`src/rtl/mov_engine_if.sv`:
```
// Command, status and memory-port bundle for the block-move engine.
// master = decoder/memory side, slave = engine side.
interface mov_engine_if #(
  parameter int AW = 12,
  parameter int DW = 31,
  parameter int LW = 6
);
  logic          start;
  logic [AW-1:0] src;
  logic [AW-1:0] dst;
  logic [LW-1:0] len;
  logic          safe;
  logic          abort;
  logic          busy;
  logic          done;
  logic          aborted;
  logic [AW-1:0] dst_next;
  logic          rd_en;
  logic [AW-1:0] rd_addr;
  logic [DW-1:0] rd_data;
  logic          wr_en;
  logic [AW-1:0] wr_addr;
  logic [DW-1:0] wr_data;

  modport master (
    output start, src, dst, len, safe, abort, rd_data,
    input  busy, done, aborted, dst_next, rd_en, rd_addr, wr_en, wr_addr, wr_data
  );

  modport slave (
    input  start, src, dst, len, safe, abort, rd_data,
    output busy, done, aborted, dst_next, rd_en, rd_addr, wr_en, wr_addr, wr_data
  );
endinterface

```
`src/rtl/mov_engine.sv`:
```
// Block-move engine: copies len words src->dst one word at a time over a
// single-port read/write memory, optionally memmove-safe, with abort and done.
module mov_engine #(
  parameter int AW     = 12,
  parameter int DW     = 31,
  parameter int LW     = 6,
  parameter int RD_LAT = 1
) (
  input logic         clk,
  input logic         resetn,
  mov_engine_if.slave bus
);

  localparam logic [2:0] S_IDLE = 3'd0;
  localparam logic [2:0] S_RD   = 3'd1;
  localparam logic [2:0] S_WAIT = 3'd2;
  localparam logic [2:0] S_WR   = 3'd3;
  localparam logic [2:0] S_DONE = 3'd4;
  localparam int         WCW    = (RD_LAT > 2) ? $clog2(RD_LAT) : 1;
  localparam logic [AW-1:0] A_ONE = AW'(1);

  logic [2:0]     state_q,    state_d;
  logic [AW-1:0]  src_ptr_q,  src_ptr_d;
  logic [AW-1:0]  dst_ptr_q,  dst_ptr_d;
  logic [AW-1:0]  dst_base_q, dst_base_d;
  logic [LW-1:0]  len_q,      len_d;
  logic [LW-1:0]  left_q,     left_d;
  logic [LW-1:0]  wrote_q,    wrote_d;
  logic           desc_q,     desc_d;
  logic [WCW-1:0] wait_q,     wait_d;
  logic           aborted_q,  aborted_d;
  logic [AW-1:0]  dst_next_q, dst_next_d;

  logic [AW-1:0]  gap;
  logic [AW-1:0]  len_ext;
  logic [AW-1:0]  end_dst;

  assign gap     = bus.dst - bus.src;
  assign len_ext = AW'(bus.len);
  // Descending runs report the full span regardless of how many words landed.
  assign end_dst = desc_q ? dst_base_q + AW'(len_q) : dst_base_q + AW'(wrote_d);

  always_comb begin
    state_d    = state_q;
    src_ptr_d  = src_ptr_q;
    dst_ptr_d  = dst_ptr_q;
    dst_base_d = dst_base_q;
    len_d      = len_q;
    left_d     = left_q;
    wrote_d    = wrote_q;
    desc_d     = desc_q;
    wait_d     = wait_q;
    aborted_d  = aborted_q;
    dst_next_d = dst_next_q;
    case (state_q)
      S_IDLE: begin
        if (bus.start) begin
          dst_base_d = bus.dst;
          len_d      = bus.len;
          left_d     = bus.len;
          wrote_d    = '0;
          aborted_d  = 1'b0;
          if (bus.len == '0) begin
            state_d    = S_DONE;
            dst_next_d = bus.dst;
          end else begin
            state_d   = S_RD;
            desc_d    = bus.safe && (gap != '0) && (gap < len_ext);
            src_ptr_d = desc_d ? bus.src + len_ext - A_ONE : bus.src;
            dst_ptr_d = desc_d ? bus.dst + len_ext - A_ONE : bus.dst;
          end
        end
      end
      S_RD: begin
        if (bus.abort) begin
          state_d    = S_DONE;
          aborted_d  = 1'b1;
          dst_next_d = end_dst;
        end else if (RD_LAT == 1) begin
          state_d = S_WR;
        end else begin
          state_d = S_WAIT;
          wait_d  = WCW'(RD_LAT - 2);
        end
      end
      S_WAIT: begin
        if (bus.abort) begin
          state_d    = S_DONE;
          aborted_d  = 1'b1;
          dst_next_d = end_dst;
        end else if (wait_q == '0) begin
          state_d = S_WR;
        end else begin
          wait_d = wait_q - WCW'(1);
        end
      end
      S_WR: begin
        wrote_d   = wrote_q + LW'(1);
        left_d    = left_q - LW'(1);
        src_ptr_d = desc_q ? src_ptr_q - A_ONE : src_ptr_q + A_ONE;
        dst_ptr_d = desc_q ? dst_ptr_q - A_ONE : dst_ptr_q + A_ONE;
        if ((left_q == LW'(1)) || bus.abort) begin
          state_d    = S_DONE;
          aborted_d  = bus.abort && (left_q != LW'(1));
          dst_next_d = end_dst;
        end else begin
          state_d = S_RD;
        end
      end
      S_DONE:  state_d = S_IDLE;
      default: state_d = S_IDLE;
    endcase
  end

  always_ff @(posedge clk or negedge resetn) begin
    if (!resetn) begin
      state_q    <= S_IDLE;
      src_ptr_q  <= '0;
      dst_ptr_q  <= '0;
      dst_base_q <= '0;
      len_q      <= '0;
      left_q     <= '0;
      wrote_q    <= '0;
      desc_q     <= 1'b0;
      wait_q     <= '0;
      aborted_q  <= 1'b0;
      dst_next_q <= '0;
    end else begin
      state_q    <= state_d;
      src_ptr_q  <= src_ptr_d;
      dst_ptr_q  <= dst_ptr_d;
      dst_base_q <= dst_base_d;
      len_q      <= len_d;
      left_q     <= left_d;
      wrote_q    <= wrote_d;
      desc_q     <= desc_d;
      wait_q     <= wait_d;
      aborted_q  <= aborted_d;
      dst_next_q <= dst_next_d;
    end
  end

  // Read data arrives exactly in the WR cycle for every latency, so it is forwarded.
  assign bus.busy     = (state_q == S_RD) || (state_q == S_WAIT) || (state_q == S_WR);
  assign bus.done     = (state_q == S_DONE);
  assign bus.aborted  = aborted_q;
  assign bus.dst_next = dst_next_q;
  assign bus.rd_en    = (state_q == S_RD);
  assign bus.rd_addr  = src_ptr_q;
  assign bus.wr_en    = (state_q == S_WR);
  assign bus.wr_addr  = dst_ptr_q;
  assign bus.wr_data  = (state_q == S_WR) ? bus.rd_data : '0;

endmodule

```
`src/flat_wrapper.sv`:
```
// flat-port wrapper written by rule: the top's interface ports become plain ports
module mov_engine_flat 
#(
  parameter int AW     = 12,
  parameter int DW     = 31,
  parameter int LW     = 6,
  parameter int RD_LAT = 1
)
  (clk, resetn, bus_start, bus_src, bus_dst, bus_len, bus_safe, bus_abort, bus_rd_data, bus_busy, bus_done, bus_aborted, bus_dst_next, bus_rd_en, bus_rd_addr, bus_wr_en, bus_wr_addr, bus_wr_data);
  mov_engine_if #(.AW(AW), .DW(DW), .LW(LW)) bus_i ();
  input logic clk;
  input logic resetn;
  input wire logic [$bits(bus_i.start)-1:0] bus_start;
  input wire logic [$bits(bus_i.src)-1:0] bus_src;
  input wire logic [$bits(bus_i.dst)-1:0] bus_dst;
  input wire logic [$bits(bus_i.len)-1:0] bus_len;
  input wire logic [$bits(bus_i.safe)-1:0] bus_safe;
  input wire logic [$bits(bus_i.abort)-1:0] bus_abort;
  input wire logic [$bits(bus_i.rd_data)-1:0] bus_rd_data;
  output wire logic [$bits(bus_i.busy)-1:0] bus_busy;
  output wire logic [$bits(bus_i.done)-1:0] bus_done;
  output wire logic [$bits(bus_i.aborted)-1:0] bus_aborted;
  output wire logic [$bits(bus_i.dst_next)-1:0] bus_dst_next;
  output wire logic [$bits(bus_i.rd_en)-1:0] bus_rd_en;
  output wire logic [$bits(bus_i.rd_addr)-1:0] bus_rd_addr;
  output wire logic [$bits(bus_i.wr_en)-1:0] bus_wr_en;
  output wire logic [$bits(bus_i.wr_addr)-1:0] bus_wr_addr;
  output wire logic [$bits(bus_i.wr_data)-1:0] bus_wr_data;
  assign bus_i.start = bus_start;
  assign bus_i.src = bus_src;
  assign bus_i.dst = bus_dst;
  assign bus_i.len = bus_len;
  assign bus_i.safe = bus_safe;
  assign bus_i.abort = bus_abort;
  assign bus_i.rd_data = bus_rd_data;
  assign bus_busy = bus_i.busy;
  assign bus_done = bus_i.done;
  assign bus_aborted = bus_i.aborted;
  assign bus_dst_next = bus_i.dst_next;
  assign bus_rd_en = bus_i.rd_en;
  assign bus_rd_addr = bus_i.rd_addr;
  assign bus_wr_en = bus_i.wr_en;
  assign bus_wr_addr = bus_i.wr_addr;
  assign bus_wr_data = bus_i.wr_data;
  mov_engine #(.AW(AW), .DW(DW), .LW(LW), .RD_LAT(RD_LAT)) u_core (.clk(clk), .resetn(resetn), .bus(bus_i));
endmodule
```
`config.mk`:
```
export PLATFORM = sky130hd
export DESIGN_NAME = mov_engine_flat
export DESIGN_NICKNAME = d
export VERILOG_FILES = /design/src/rtl/mov_engine_if.sv /design/src/rtl/mov_engine.sv /design/src/flat_wrapper.sv
export SDC_FILE = /design/constraint.sdc
export NUM_CORES = 1
export LEC_CHECK = 0
export ABC_AREA = 1
export CELL_PAD_IN_SITES_DETAIL_PLACEMENT = 1
export CELL_PAD_IN_SITES_GLOBAL_PLACEMENT = 1
export CORE_MARGIN = 4
export CORE_UTILIZATION = 38
export DETAILED_ROUTE_END_ITERATION = 10
export PLACE_DENSITY = 0.82
export SLEW_MARGIN = 15
export SYNTH_ARGS = -nofsm -noshare
export SYNTH_HDL_FRONTEND = slang
export SYNTH_SLANG_ARGS = --single-unit
```
`constraint.sdc`:
```
create_clock -name clk -period 4.45 [get_ports clk]
set_clock_uncertainty 0.15 [all_clocks]
set_input_delay 0.445 -clock clk [delete_from_list [all_inputs] [get_ports clk]]
set_output_delay 0.445 -clock clk [all_outputs]
set_load 0.01 [all_outputs]
```
==> run summary <==
The run gives 0 as the number of setup violations in the final report. The flow ran to the end, and the final reports show no timing, DRC or antenna violations. The number of nets handed over by synthesis was 1,266.

Combinational logic is responsible for 57.0% of the overall power. The synthesized area per cell is 6.58 sq um. Counting instances in the post-synthesis netlist gives the leading cell types as sky130_fd_sc_hd__nand2_1 (273), sky130_fd_sc_hd__inv_1 (201), sky130_fd_sc_hd__nor2_1 (89). Synthesis produced a netlist whose cell count is 1,117. The pre-antenna-repair detailed-routing pass consisted of 4 iterations. The worst-case IR drop observed on VDD is 0.203 mV. Net switching is 45.5% of the power. Via count normalized by instance count: 5.12. The tools report the required time of the worst setup path as 4.53 ns. The run gives 0.913 as the placer congestion estimate. The area used by multi-input combinational logic was 4640 sq um.

Setup repair after global routing left no endpoint under its margin. For the synthesis warning total, the log shows 0. The root buffer cell chosen for the clock tree is sky130_fd_sc_hd__clkbuf_16. In this run the number of H-tree levels came out at 3.

For the internal power contribution, the log shows 2400 uW. The part of the power in registers was 26.9%; the number of nets with antenna violations after routing was 0. Ranked by total cell area, the synthesized netlist is headed by sky130_fd_sc_hd__dfrtp_1 (24%), sky130_fd_sc_hd__nand2_1 (14%), sky130_fd_sc_hd__ha_1 (13%), sky130_fd_sc_hd__inv_1 (10%), sky130_fd_sc_hd__o21ai_0 (5.9%). The tool flagged a number of max-cap violations equal to 0. The run gives 16.1% as the fraction of power consumed by the clock network. The run gives 24,700 um as the final wirelength. In this run the vertical extent of the chip is 147 um. Subtracting the final worst setup slack from the clock period gives 3.79 ns. The tools report the element type at the critical path end as a flip-flop. In this run the count of I/O pins placed on the die edge is 138.

Among all cell types in the netlist, the one instantiated most often is sky130_fd_sc_hd__nand2_1. In this run, CTS created clock tree buffers numbering 9. The startpoint of the lowest-slack register-to-register path is u_core.state_q[1]. The tools report the hold path startpoint as u_core.bus.dst_next[9]. The final HPWL from detailed placement is 19,800 um, and the post-synthesis adder-cell area fraction is 14.7%. The floorplan has 50 rows. The finished layout holds 1,513 standard cells, fillers aside. In the final layout, flip-flops and latches occupy 1780 sq um.

The logs give 0 for the antenna cell count and 24.2% for the sequential-to-total area share from yosys stat. The total congestion overflow after global routing was 0; the initial standard-cell utilization of the core was 38.9%. The critical path starts at bus_dst[0]. After clock tree synthesis, the clock-pin slew on the worst setup and hold paths is 0.06 ns. The post-synthesis sequential element count works out to 71. The most used flip-flop cell after synthesis is sky130_fd_sc_hd__dfrtp_1. The tools report the final-layout setup total negative slack as 0 ns.

Of all cell types, the one taking the most synthesized area is sky130_fd_sc_hd__dfrtp_1. In this run the worst path has a maximum fanout of 26. The critical path is of the input port to flip-flop type.

The synthesized design contains 0 enable-type register cells. At the worst endpoint, the arrival time is 3.87 ns. In this run the tightest slew margin relative to its limit is 53.2%.

The final net count was 1,397. The type of the most critical hold path was flip-flop to flip-flop. Cells with a size suffix above 1 make up 4.55% of the layout. For the area enclosed by the die boundary, the log shows 21,600 sq um.

The top cell type by area accounts for 24.2% of the synthesized area. In this run the cell area of the synthesized design comes to 7350 sq um. The main combinational cell family by area after synthesis is simple AND/OR/NAND/NOR gates. For this design the total switching power over the nets is 2000 uW. The total count of max-transition violations in the final report was 0; the xor and xnor area share after synthesis was 4.76%. The tools report the initial antenna violation count as 0.

TritonCTS built the clock tree. For the pin with the worst max-slew slack, the measured transition is 0.700 ns. The longest clock path from root to sink contains 2 buffers. Summing the areas of all and, or, nand and nor instances in the mapped netlist gives 29.0% of the synthesized area. The power density over cell area works out to 474 nW/um^2. The share of the synthesized area in compound gates (AO/OA/AOI/OAI) was 14.5%; the leakage power of the design was 0.00488 uW.

The global-route usage over all layers was 23.2%; the share of async-settable or async-resettable flops after synthesis was 100%. The die is 147 um wide. Input and output buffers added on the ports amount to 137.

The first global-routing pass estimated 41,100 um of wire. The filler cells instantiated in the layout total 2,514. In the routed design, unresolved DRC markers number 0. For the count of placed standard cells including taps, the log shows 1,496.

The via count of the first global-routing pass was 8,089. Maximum operating frequency: 0.264 GHz. After synthesis, the share of cell area in mux cells is 0%. The post-cts gate resize count was 0.

Launching element type of the critical path: an input port. The final critical path takes up 85.1% of the cycle. The routed length per instance is 16.4 um, and the largest net degree at the start of global routing is 63.

The number of DRC violations after detailed-routing iteration 0 was 291. For this block, the via count after detailed routing is 7,741. The run gives 0.35 ns as the clock insertion delay at the later pin of the skew report. The logs give 46 for the post-synthesis cell type count and 0 for the final number of hold-violating endpoints.

The area of the core region came out at 18,900 sq um. Relative to the synthesized area, the layout overhead comes to 26.2%. CTS saw 71 sinks.
[sequential cells by signal, summed over array words and instances, names as in the netlist]
name	cells
u_core.dst_base_q	12
u_core.state_q	3
u_core.wrote_q	6
u_core.bus.aborted	1
u_core.bus.wr_addr	12
u_core.desc_q	1
u_core.bus.dst_next	12
u_core.left_q	6
u_core.len_q	6
u_core.bus.rd_addr	12
[kinds of logic after synthesis]
logic type / Yosys count
and+or+nand+nor: 491
buffers and inverters: 240
AOI/OAI and AO/OA: 192
adders and majority gates: 83
DFF: 71
xor gates and xnor gates: 40
[per-layer routing]
| metal | share of wire, % | wire, um | track usage (%) | vias to the layer above |
|---|---|---|---|---|
| met5 | 0 | 0 | 0 | - |
| met4 | 2.4 | 590 | 6.24 | 0 |
| met3 | 3.5 | 868 | 2.78 | 34 |
| met2 | 51 | 12700 | 43.0 | 115 |
| met1 | 43 | 10600 | 28.3 | 3749 |
| li1 | - | - | - | 3843 |
[path summary, 6_finish.rpt]
path	depth (start not counted)	end	slack (ns)
worst max register to register	23	u_core.bus.dst_next[11]	0.82
worst max-delay path	17	u_core.bus.wr_addr[4]	0.66
worst min-delay path	2	u_core.bus.dst_next[9]	0.33
max in group asynchronous	3	u_core.bus.wr_addr[10]	2.82
worst min register to register	2	u_core.bus.dst_next[9]	0.33
min in group asynchronous	2	u_core.bus.dst_next[11]	0.49
[power groups by stage]
stage | sequential, uW | clock, uW | combinational (uW)
global placement | 1180 | 0 | 2430
finish | 1180 | 710 | 2510
global route | 1220 | 746 | 2830
detailed placement | 1200 | 0 | 2510
CTS | 1190 | 722 | 2530
floorplan | 1200 | 0 | 1500
[per-stage QoR]
| step | area, sq um | setup slack, ns | hold slack (ns) | power [uW] | utilization, % |
|---|---|---|---|---|---|
| 3_3_place_gp | 8980 | 0.367 | 0.314 | 3620 | 47.6 |
| 6_report | 9280 | 0.663 | 0.330 | 4400 | 49.1 |
| 5_1_grt | 9280 | 0.378 | 0.354 | 4800 | 49.1 |
| 3_5_place_dp | 8980 | 0.289 | 0.319 | 3700 | 47.6 |
| 2_1_floorplan | 7350 | 1.33 | -0.000591 | 2700 | - |
| 4_1_cts | 9280 | 0.614 | 0.335 | 4440 | 49.1 |
[cells in the final DEF, fill, tap and decap left out, drive strengths merged, types with 4 or more instances in the layout]
cell           synthesis  final
nand4                 36     36
nor2                  95     95
a31oi                  7      7
nand3                 60     60
a21oi                 64     64
nand2                280    280
o31ai                  4      4
o21ai                 87     87
buf                   22     13
dfrtp                 71     71
clkinv                 3      4
clkbuf                 8     12
nor3                  11     11
o21bai                16     16
xor2                  27     27
fa                     6      6
inv                  207    208
xnor2                 13     13
clkdlybuf4s50          0    136
or2                    4      4
ha                    77     77
[cell type report]
| type | instances | share of cell area (%) |
|---|---|---|
| Inverter | 210 | 8.49 |
| Multi-Input combinational cell | 806 | 50.0 |
| Tap cell | 260 | 3.51 |
| Sequential cell | 71 | 19.1 |
| Timing Repair Buffer | 150 | 15.8 |
| Clock inverter | 4 | 0.310 |
| Clock buffer | 12 | 2.76 |
[worst max-delay path, stage by stage]
cell and delay (ns):
sky130_fd_sc_hd__clkdlybuf4s50_1 0.52, sky130_fd_sc_hd__inv_1 0.13, sky130_fd_sc_hd__ha_1 0.25, sky130_fd_sc_hd__fa_1 0.39, sky130_fd_sc_hd__inv_1 0.12, sky130_fd_sc_hd__nand3_1 0.12
sky130_fd_sc_hd__nand3_1 0.11, sky130_fd_sc_hd__nand2_1 0.07, sky130_fd_sc_hd__ha_1 0.19, sky130_fd_sc_hd__a211oi_1 0.31, sky130_fd_sc_hd__nand3_1 0.17, sky130_fd_sc_hd__nor2_4 0.12
sky130_fd_sc_hd__nand4_4 0.37, sky130_fd_sc_hd__nand2_2 0.24, sky130_fd_sc_hd__nand2_1 0.10, sky130_fd_sc_hd__o21bai_1 0.13, sky130_fd_sc_hd__nand2_1 0.06
[timing repair]
item | CTS | global route
setup buffers | 0 | 0
endpoints found under the hold margin | 40 | 0
hold buffers | 1 | 0
Note: power is estimated with default switching activity, not from simulation.
